==> src/rtl/div_seq_32.sv <==
// div_seq_32 -- multi-cycle radix-2 restoring integer divider.
//
// Produces one quotient bit per clock. Signed operands are reduced to
// magnitudes on capture and the signs are reapplied in a single fix-up
// cycle, giving truncating division (remainder takes the dividend's sign).
// Divide-by-zero and the signed -2^(W-1)/-1 overflow bypass the iteration
// and complete in one cycle.
//
// Ports:
//   clk    in   1  rising-edge clock
//   rst    in   1  synchronous active-high reset (aborts any operation)
//   start  in   1  request a division; accepted only when busy=0
//   sgn    in   1  1 = two's-complement operands, 0 = unsigned
//   a      in   W  dividend
//   b      in   W  divisor
//   busy   out  1  high while iterating or fixing up
//   done   out  1  one-cycle pulse, q0/q1/st valid
//   q0     out  W  quotient
//   q1     out  W  remainder
//   st     out  4  {N, Z, C, V}
module div_seq_32 #(
  parameter int W = 32
) (
  input  logic         clk,
  input  logic         rst,
  input  logic         start,
  input  logic         sgn,
  input  logic [W-1:0] a,
  input  logic [W-1:0] b,
  output logic         busy,
  output logic         done,
  output logic [W-1:0] q0,
  output logic [W-1:0] q1,
  output logic [3:0]   st
);

  localparam int CW = $clog2(W) + 1;

  localparam logic [1:0] S_IDLE = 2'd0;
  localparam logic [1:0] S_DIV  = 2'd1;
  localparam logic [1:0] S_FIX  = 2'd2;
  localparam logic [1:0] S_DONE = 2'd3;

  localparam logic [W-1:0] MIN_NEG = {1'b1, {(W-1){1'b0}}};

  // Two's-complement negate when en is set, pass-through otherwise.
  function automatic logic [W-1:0] neg_if(input logic [W-1:0] x, input logic en);
    logic signed [W-1:0] xs;
    xs = x;
    return en ? W'(-xs) : x;
  endfunction

  logic [1:0]    state;
  logic [CW-1:0] cnt;

  // Working registers: partial remainder, quotient/dividend shifter, divisor.
  logic [W-1:0]  rem;
  logic [W-1:0]  quo;
  logic [W-1:0]  dvs;
  logic          neg_q;
  logic          neg_r;
  logic          sgn_r;

  logic          accept;
  logic          div0;
  logic          ovf;
  logic [W-1:0]  a_mag;
  logic [W-1:0]  b_mag;
  logic [W:0]    rp;
  logic [W+1:0]  diff;
  logic          ge;
  logic          last;
  logic [W-1:0]  qv;
  logic [W-1:0]  rv;

  assign busy   = (state == S_DIV) || (state == S_FIX);
  assign done   = (state == S_DONE);
  assign accept = start && ((state == S_IDLE) || (state == S_DONE));

  assign div0  = (b == '0);
  assign ovf   = sgn && (a == MIN_NEG) && (b == '1);
  assign a_mag = neg_if(a, sgn & a[W-1]);
  assign b_mag = neg_if(b, sgn & b[W-1]);

  // Shift the next dividend bit into the remainder and trial-subtract.
  // The extra top bit of diff is the borrow: clear means R' >= B.
  assign rp   = {rem, quo[W-1]};
  assign diff = {1'b0, rp} - {2'b00, dvs};
  assign ge   = ~diff[W+1];
  assign last = (cnt == CW'(W - 1));

  assign qv = neg_if(quo, neg_q);
  assign rv = neg_if(rem, neg_r);

  // Control and architectural result registers.
  always_ff @(posedge clk) begin
    if (rst) begin
      state <= S_IDLE;
      cnt   <= '0;
      q0    <= '0;
      q1    <= '0;
      st    <= '0;
    end else begin
      case (state)
        S_IDLE, S_DONE: begin
          if (accept) begin
            if (div0) begin
              q0    <= '1;
              q1    <= a;
              st    <= {sgn, 1'b0, (a != '0), 1'b1};
              state <= S_DONE;
            end else if (ovf) begin
              q0    <= MIN_NEG;
              q1    <= '0;
              st    <= 4'b1001;
              state <= S_DONE;
            end else begin
              cnt   <= '0;
              state <= S_DIV;
            end
          end else begin
            state <= S_IDLE;
          end
        end
        S_DIV: begin
          cnt <= cnt + 1'b1;
          if (last) state <= S_FIX;
        end
        S_FIX: begin
          q0    <= qv;
          q1    <= rv;
          st    <= {sgn_r & qv[W-1], (qv == '0), (rv != '0), 1'b0};
          state <= S_DONE;
        end
        default: state <= S_IDLE;
      endcase
    end
  end

  // Datapath: loaded on accept, iterated in DIV; state gating keeps it inert otherwise.
  always_ff @(posedge clk) begin
    if (accept) begin
      quo   <= a_mag;
      dvs   <= b_mag;
      rem   <= '0;
      sgn_r <= sgn;
      neg_q <= sgn & (a[W-1] ^ b[W-1]);
      neg_r <= sgn & a[W-1];
    end else if (state == S_DIV) begin
      rem <= ge ? diff[W-1:0] : rp[W-1:0];
      quo <= {quo[W-2:0], ge};
    end
  end

endmodule

==> config.mk <==
export PLATFORM = sky130hd
export DESIGN_NAME = div_seq_32
export DESIGN_NICKNAME = d
export VERILOG_FILES = /design/src/rtl/div_seq_32.sv
export SDC_FILE = /design/constraint.sdc
export NUM_CORES = 1
export LEC_CHECK = 0
export ABC_AREA = 0
export BUFFER_PORTS_ARGS = -buffer_cell sky130_fd_sc_hd__buf_2
export CAP_MARGIN = 40
export CORE_ASPECT_RATIO = 0.7
export CORE_MARGIN = 2
export CORE_UTILIZATION = 40
export DETAILED_ROUTE_END_ITERATION = 8
export GPL_TIMING_DRIVEN = 1
export HOLD_SLACK_MARGIN = 0.03
export PLACE_DENSITY = 0.64
export SYNTH_ARGS = -nofsm -noshare
export SYNTH_HDL_FRONTEND = slang
export SYNTH_SLANG_ARGS = --single-unit
==> constraint.sdc <==
create_clock -name clk -period 3.2 [get_ports clk]
set_input_delay 0.32 -clock clk [delete_from_list [all_inputs] [get_ports clk]]
set_output_delay 0.32 -clock clk [all_outputs]
set_load 0.005 [all_outputs]
After elaboration in Yosys (flattened, before gate mapping)
Cells that the tools add are included.
{"block": "totals", "reg_bits": 175, "latchBits": 0, "ram_bits": 0, "mem_bits_ro": 0, "output_inout_bits": 70, "word_cells": 78, "mem_count": 0}
{"block": "classes", "n_addsub": 6, "multipliers": 0, "n_div": 0, "n_lt_le_gt_ge": 0, "n_eq_ne": 11, "shifts": 0, "mux": 28, "n_bitwise": 6, "n_reduce_logical": 16}
{"op": "two-way mux 32 bit", "n": 13}
{"op": "negation 32 bit", "n": 4}
{"op": "case mux 32 bit (2 select lines)", "n": 2}
{"op": "equality test 32 bit (second input constant)", "n": 2}
{"op": "zero test 32 bit", "n": 2}
{"op": "nonzero test 32 bit", "n": 2}
{"op": "subtractor 33 x 32 -> 34 bit", "n": 1}
{"op": "two-way mux 6 bit", "n": 3}
{"op": "two-way mux 4 bit", "n": 3}
{"op": "case mux 6 bit (2 select lines)", "n": 1}
{"op": "two-way mux 2 bit", "n": 4}
{"op": "!= test 2 bit (second input constant)", "n": 4}
{"op": "case mux 4 bit (2 select lines)", "n": 1}
{"op": "adder 6 x 1 -> 6 bit (second input constant)", "n": 1}
{"op": "equality test 6 x 5 -> 1 bit (second input constant)", "n": 1}
{"op": "case mux 2 bit (3 select lines)", "n": 1}
{"op": "nonzero test 2 bit", "n": 3}
{"op": "AND 1 bit", "n": 4}
{"op": "equality test 2 bit (second input constant)", "n": 2}
{"op": "AND reduction 4 bit", "n": 1}
{"op": "logical AND 1 bit", "n": 3}
{"op": "!= test 3 bit (second input constant)", "n": 1}
{"op": "AND reduction 3 bit", "n": 1}
{"op": "equality test 2 x 1 -> 1 bit (second input constant)", "n": 1}
{"op": "5 further kinds", "n": 6}

Longest topological paths before layout
{"block": "logic_depth", "depth_word": 7, "depth_mapped": 14}

Least setup slack after synthesis
No wires, ideal clock.
{"block": "synth_timing", "path_type": "register to register", "startpoint": "register rem[19]", "endpoint": "register st[1]", "t_arrival_ns": 2.895, "required_time_ns": 3.076, "path_slack_ns": 0.180, "stages_incl_launch_ff": 11, "path_cell_list": "dfxtp_1 -> buf_6 -> or4_4 -> or4_4 -> or4_4 -> o21ai_2 -> xnor2_1 -> nor4b_2 -> nand4b_1 -> o311ai_1 -> a21oi_1"}
{"block": "synth_via", "elab_chain_len": 4}
{"element": "start, declared", "line_no": "57", "text": "logic [W-1:0] rem;"}
{"element": "start signal, assigned", "line_no": "150", "text": "rem <= ge ? diff[W-1:0] : rp[W-1:0];"}
{"element": "negation 32 bit", "line_no": "50", "text": "return en ? W'(-xs) : x;"}
{"element": "two-way mux 32 bit (*)", "line_no": "50"}
{"element": "nonzero test 32 bit (*)", "line_no": "132", "text": "st <= {sgn_r & qv[W-1], (qv == '0), (rv != '0), 1'b0};"}
{"element": "case mux 4 bit (2 select lines) (*)", "line_no": "104", "text": "case (state)"}
{"element": "end signal, assigned", "line_no": "110", "text": "st <= {sgn, 1'b0, (a != '0), 1'b1};"}
{"element": "end signal, assigned", "line_no": "132"}
{"element": "end, declared", "line_no": "34", "text": "output logic [3:0] st"}
Mark *: on every way between the ends. The rest lies on a longest branch, timed or not.
A chain may end at the register's enable or synchronous reset.

Worst setup path after layout
{"block": "layout_timing", "startpoint": "input port a[6]", "endpoint": "register q1[31]"}
{"block": "layout_via", "elab_chain_len": 5}
{"element": "start, declared", "line_no": "28", "text": "input logic [W-1:0] a,"}
{"element": "equality test 32 bit", "line_no": "81", "text": "assign ovf = sgn && (a == MIN_NEG) && (b == '1);"}
{"element": "logical AND 1 bit (2 in series)", "line_no": "81"}
{"element": "!= test 3 bit (no source line)"}
{"element": "AND reduction 3 bit (no source line)"}
{"element": "end signal, assigned", "line_no": "131", "text": "q1 <= rv;"}
{"element": "end, declared", "line_no": "33", "text": "output logic [W-1:0] q1,"}
Every way passes these cells.

==> summary.md <==
| Metric | Value |
|---|---|
| Status | `finished clean` |
| Period utilization | `0.9726` |
| Synthesized area per cell | `8.030 sq um` |
| I/O pin count | `138` |
| Mapped Cells | `1502` |
| Starting Density | `0.4042` |
| Worst-Margin Slew | `831.0 ps` |
| Overflow after GRT | `0` |
| Cell Count, Final, Fillers Out | `2097` |
| Req. time, crit path | `3490 ps` |
| Area of the multi-input gates | `0.007458 sq mm` |
| Critical Path End Type | `flip-flop` |
| Synth async-reset ratio | `0` |
| DR vias | `roughly 12000` |
| CTS buffer count | `17` |
| Critical path startpoint category | `input port` |
| Synth top area cells | `dfxtp_1, edfxtp_1, xnor2_1, o21ai_0, nand2_1` |
| All-Layer GR Usage | `0.2411` |
| Gpl congestion | `0.9432` |
| Ys Warns | `0` |
| CP cell instances | `buf_2 -> or4_1 -> nor4_1 -> buf_4 -> nand4_1 -> o22ai_2 -> buf_4 -> nand2_1 -> and2_2 -> a221oi_1 -> buf_4 -> nor3_1` |
| Routed met2 length | `15830 um` |
| Clock Skew | `10.33 ps` |
| Buffers and inverters on the worst path | `4` |
| Nets@finish | `1808` |
| Synth cell types | `75` |
| Max Root-Sink Buffers | `2` |
| CTS tree | `yes` |
| Min cycle time layout | `between 3000 and 4000 ps` |
| Root buf cell | `clkbuf_16` |
| Most frequent cell on the critical path | `buf_4` |
| Total core area | `about 0.03 sq mm` |
| Pwr Density | `907.0 mW/mm^2` |
| Slowest-stage cell, CP | `or4_1` |
| DRT antenna net count | `0` |
| Residual DRC count | `0` |
| Clock sink total | `175` |
| Mapped Nets | `about 1600` |
| WHS Endpoint | `dvs[0]$_DFFE_PP_` |
| Reg area | `around 0.0042 sq mm` |
| Placed cell count | `a little over 2000` |
| Met3 WL | `3414 um` |
| Sequential cell area fraction in the yosys report | `0.3461` |
| Finished Cell Area | `0.01472 sq mm` |
| Met1 Routed Length | `18240 um` |
| Dpl cell area | `~0.014 sq mm` |
| Reg2reg end | `st[1]$_SDFFE_PP0P_` |
| Clk Latency, worst-skew pair | `450 ps` |
| Reg2reg path depth | `8` |
| Die Height | `149.3 um` |
| Die ar. | `0.03158 sq mm` |
| Final Hold Fails | `0` |
| Fillers | `approximately 2900` |
| Max_cap viols | `0` |
| Fmax | `321.3 MHz` |
| CP max FO | `24` |
| CP max stage delay | `590 ps` |
| First-pass GRT wire length | `59660 um` |
| Top sig layer | `met5` |
| Rows | `between 50 and 60` |
| Reg clk slew, reported paths | `70 ps` |
| Setup violators final | `0` |
| Antenna violations before repair | `2` |
| Most area-hungry cell type in the Yosys netlist | `dfxtp_1` |
| Max H-tree Level | `4` |
| Chip width | `211.5 um` |
| Initial DRC Count | `1006` |
| Fraction of layout cells with a size suffix above 1 | `0.2110` |
| Crit-path leading delay family | `simple AND/OR/NAND/NOR gates` |
| Largest net degree at the start of global routing | `94` |
| Post-DP HPWL | `29320 um` |
| Synth Flop Type | `dfxtp_1` |
| P_leak | `5.977 nW` |
| Vias per std cell | `5.756` |
| Port Buf Inserts | `roughly 140` |
| Rel. slew slack | `0.4460` |
| Crit path arrival time | `3400 ps` |
| Slew Viols, Final | `0` |
| Worst reg2reg startpoint | `rem[18]$_SDFFE_PP0P_` |
| Synth Cell Area | `0.01206 sq mm` |
| Worst hold path type | `in -> reg` |
| Yosys reg bits | `175` |
| EDFF count, synth | `67` |
| Drt pass-1 iters | `6` |
| Vias in the first global route | `11060` |
| Area share of the largest cell type after synthesis | `0.1793` |
| Peak supply drop | `between 0.0005 and 0.0006 V` |
| Worst R2R Setup Slack | `150 ps` |
| Avg WL per Cell | `18.23 um` |
| Min-delay src | `b[0]` |
| WHS Path Cells | `2` |
| Area grow syn2layout | `22.06%` |
| Crit path kind | `in -> reg` |
| Total Routed Length | `38220 um` |
Yosys cell counts (all sizes together), types with 13 or more instances:
library cell,number
o41ai,13
clkbuf,81
xor2,64
nor2,141
o31ai,35
xnor2,81
or4,18
a31oi,27
edfxtp,67
or3,25
buf,14
nand4,26
nor4,18
a211oi,38
a221oi,18
nand3,30
o21ai,127
nand2,160
inv,65
dfxtp,108
a21oi,99
ha,41
nor3,50
report_power, final:
| group | internal, mW | switching [mW] | leakage, nW |
|---|---|---|---|
| clock network | 1.21 | 0.908 | 0.283 |
| registers | 3.17 | 0.634 | 1.53 |
| logic | 3.04 | 4.39 | 4.17 |
per-stage QoR:
step	hold WS, ps	utilization	total power [mW]	setup TNS (ps)	setup WS (ps)
6_report	179.9	0.4933	13.35	0	87.72
3_5_place_dp	444.4	0.4664	10.86	-21010	-462.4
4_1_cts	164.6	0.4862	13.02	0	11.65
2_1_floorplan	418.9	-	8.365	0	180.3
3_3_place_gp	441.2	0.4660	10.73	-21100	-439.6
5_1_grt	172.3	0.4932	14.38	-33.64	-18.11
placed cells by master (no fill, tap or decap), drive strengths merged, types with 6 or more instances in the layout:
cell | Yosys | layout
nor2 | 141 | 141
a211oi | 38 | 38
nor2b | 10 | 10
dfxtp | 108 | 108
a21o | 12 | 12
o31ai | 35 | 35
a311oi | 8 | 8
xor2 | 64 | 64
nand2 | 160 | 160
and3 | 12 | 12
nor3 | 50 | 50
or3 | 25 | 25
o21bai | 6 | 6
and2 | 8 | 8
o41ai | 13 | 13
xnor2 | 81 | 81
ha | 41 | 41
nor4 | 18 | 18
inv | 65 | 66
clkbuf | 81 | 23
o211ai | 9 | 9
a31oi | 27 | 27
nand4 | 26 | 26
o21ai | 127 | 127
o22ai | 6 | 6
o21a | 7 | 7
buf | 14 | 271
a221oi | 18 | 18
or4 | 18 | 18
nand2b | 11 | 11
a21oi | 99 | 99
mux2i | 7 | 7
or2 | 9 | 9
edfxtp | 67 | 67
nand3 | 30 | 30
state kept, by name, summed over array words and instances (netlist names):
name / count
cnt: 6
quo: 32
dvs: 32
q1: 32
rem: 32
state: 2
sgn_r: 1
st: 4
neg_q: 1
q0: 32
neg_r: 1
routing by layer:
layer	up-vias	track usage
li1	5866	-
met2	423	0.3490
met1	5741	0.3519
met5	-	0
met4	2	0.06972
met3	39	0.06063
worst max path at each step:
stage                    startpoint              endpoint  slack (ps)  cells after the start
2_1_floorplan  rem[19]$_SDFFE_PP0P_    st[1]$_SDFFE_PP0P_         180                     10
5_1_grt        rem[11]$_SDFFE_PP0P_  rem[30]$_SDFFE_PP0P_         -20                     14
4_1_cts                       a[21]   q1[27]$_SDFFE_PP0P_          10                     11
3_5_place_dp                  a[21]   q1[27]$_SDFFE_PP0P_        -460                     11
3_3_place_gp                  a[21]   q1[27]$_SDFFE_PP0P_        -440                     11
6_report                       a[6]   q1[31]$_SDFFE_PP0P_          90                     12
kinds of logic (layout without fill, tap and decap cells):
kind of cell               count (synthesis)  count (layout)  share of synthesized area
and+or+nand+nor                          532             532                     0.2125
buffers and inverters                    160             369                    0.05218
AOI/OAI and AO/OA                        437             437                     0.2299
DFF                                      175             175                     0.3461
xor gates and xnor gates                 145             145                     0.1053
other                                      0               1                          0
adders and majority gates                 42              42                    0.04420
muxes                                     11              11                   0.009855
layout make-up:
cell class              count  area share
clock buffers              22     0.03230
inverters                  65     0.01657
clock inverters            10    0.007395
flip-flops and latches    175      0.2836
diodes                      1   0.0001700
well taps                 385     0.03272
repair buffers            272      0.1205
multi-input cells        1167      0.5067
timing repair:
| action | CTS | global route |
|---|---|---|
| setup endpoints to repair | 1 | 66 |
| setup buffers | 0 | 2 |
| resized for setup | 1 | 35 |
| pin swaps | 0 | 11 |
| hold buffers | 0 | 0 |
| gates cloned | 0 | 1 |
No activity file was read; power rests on OpenSTA's default activity.
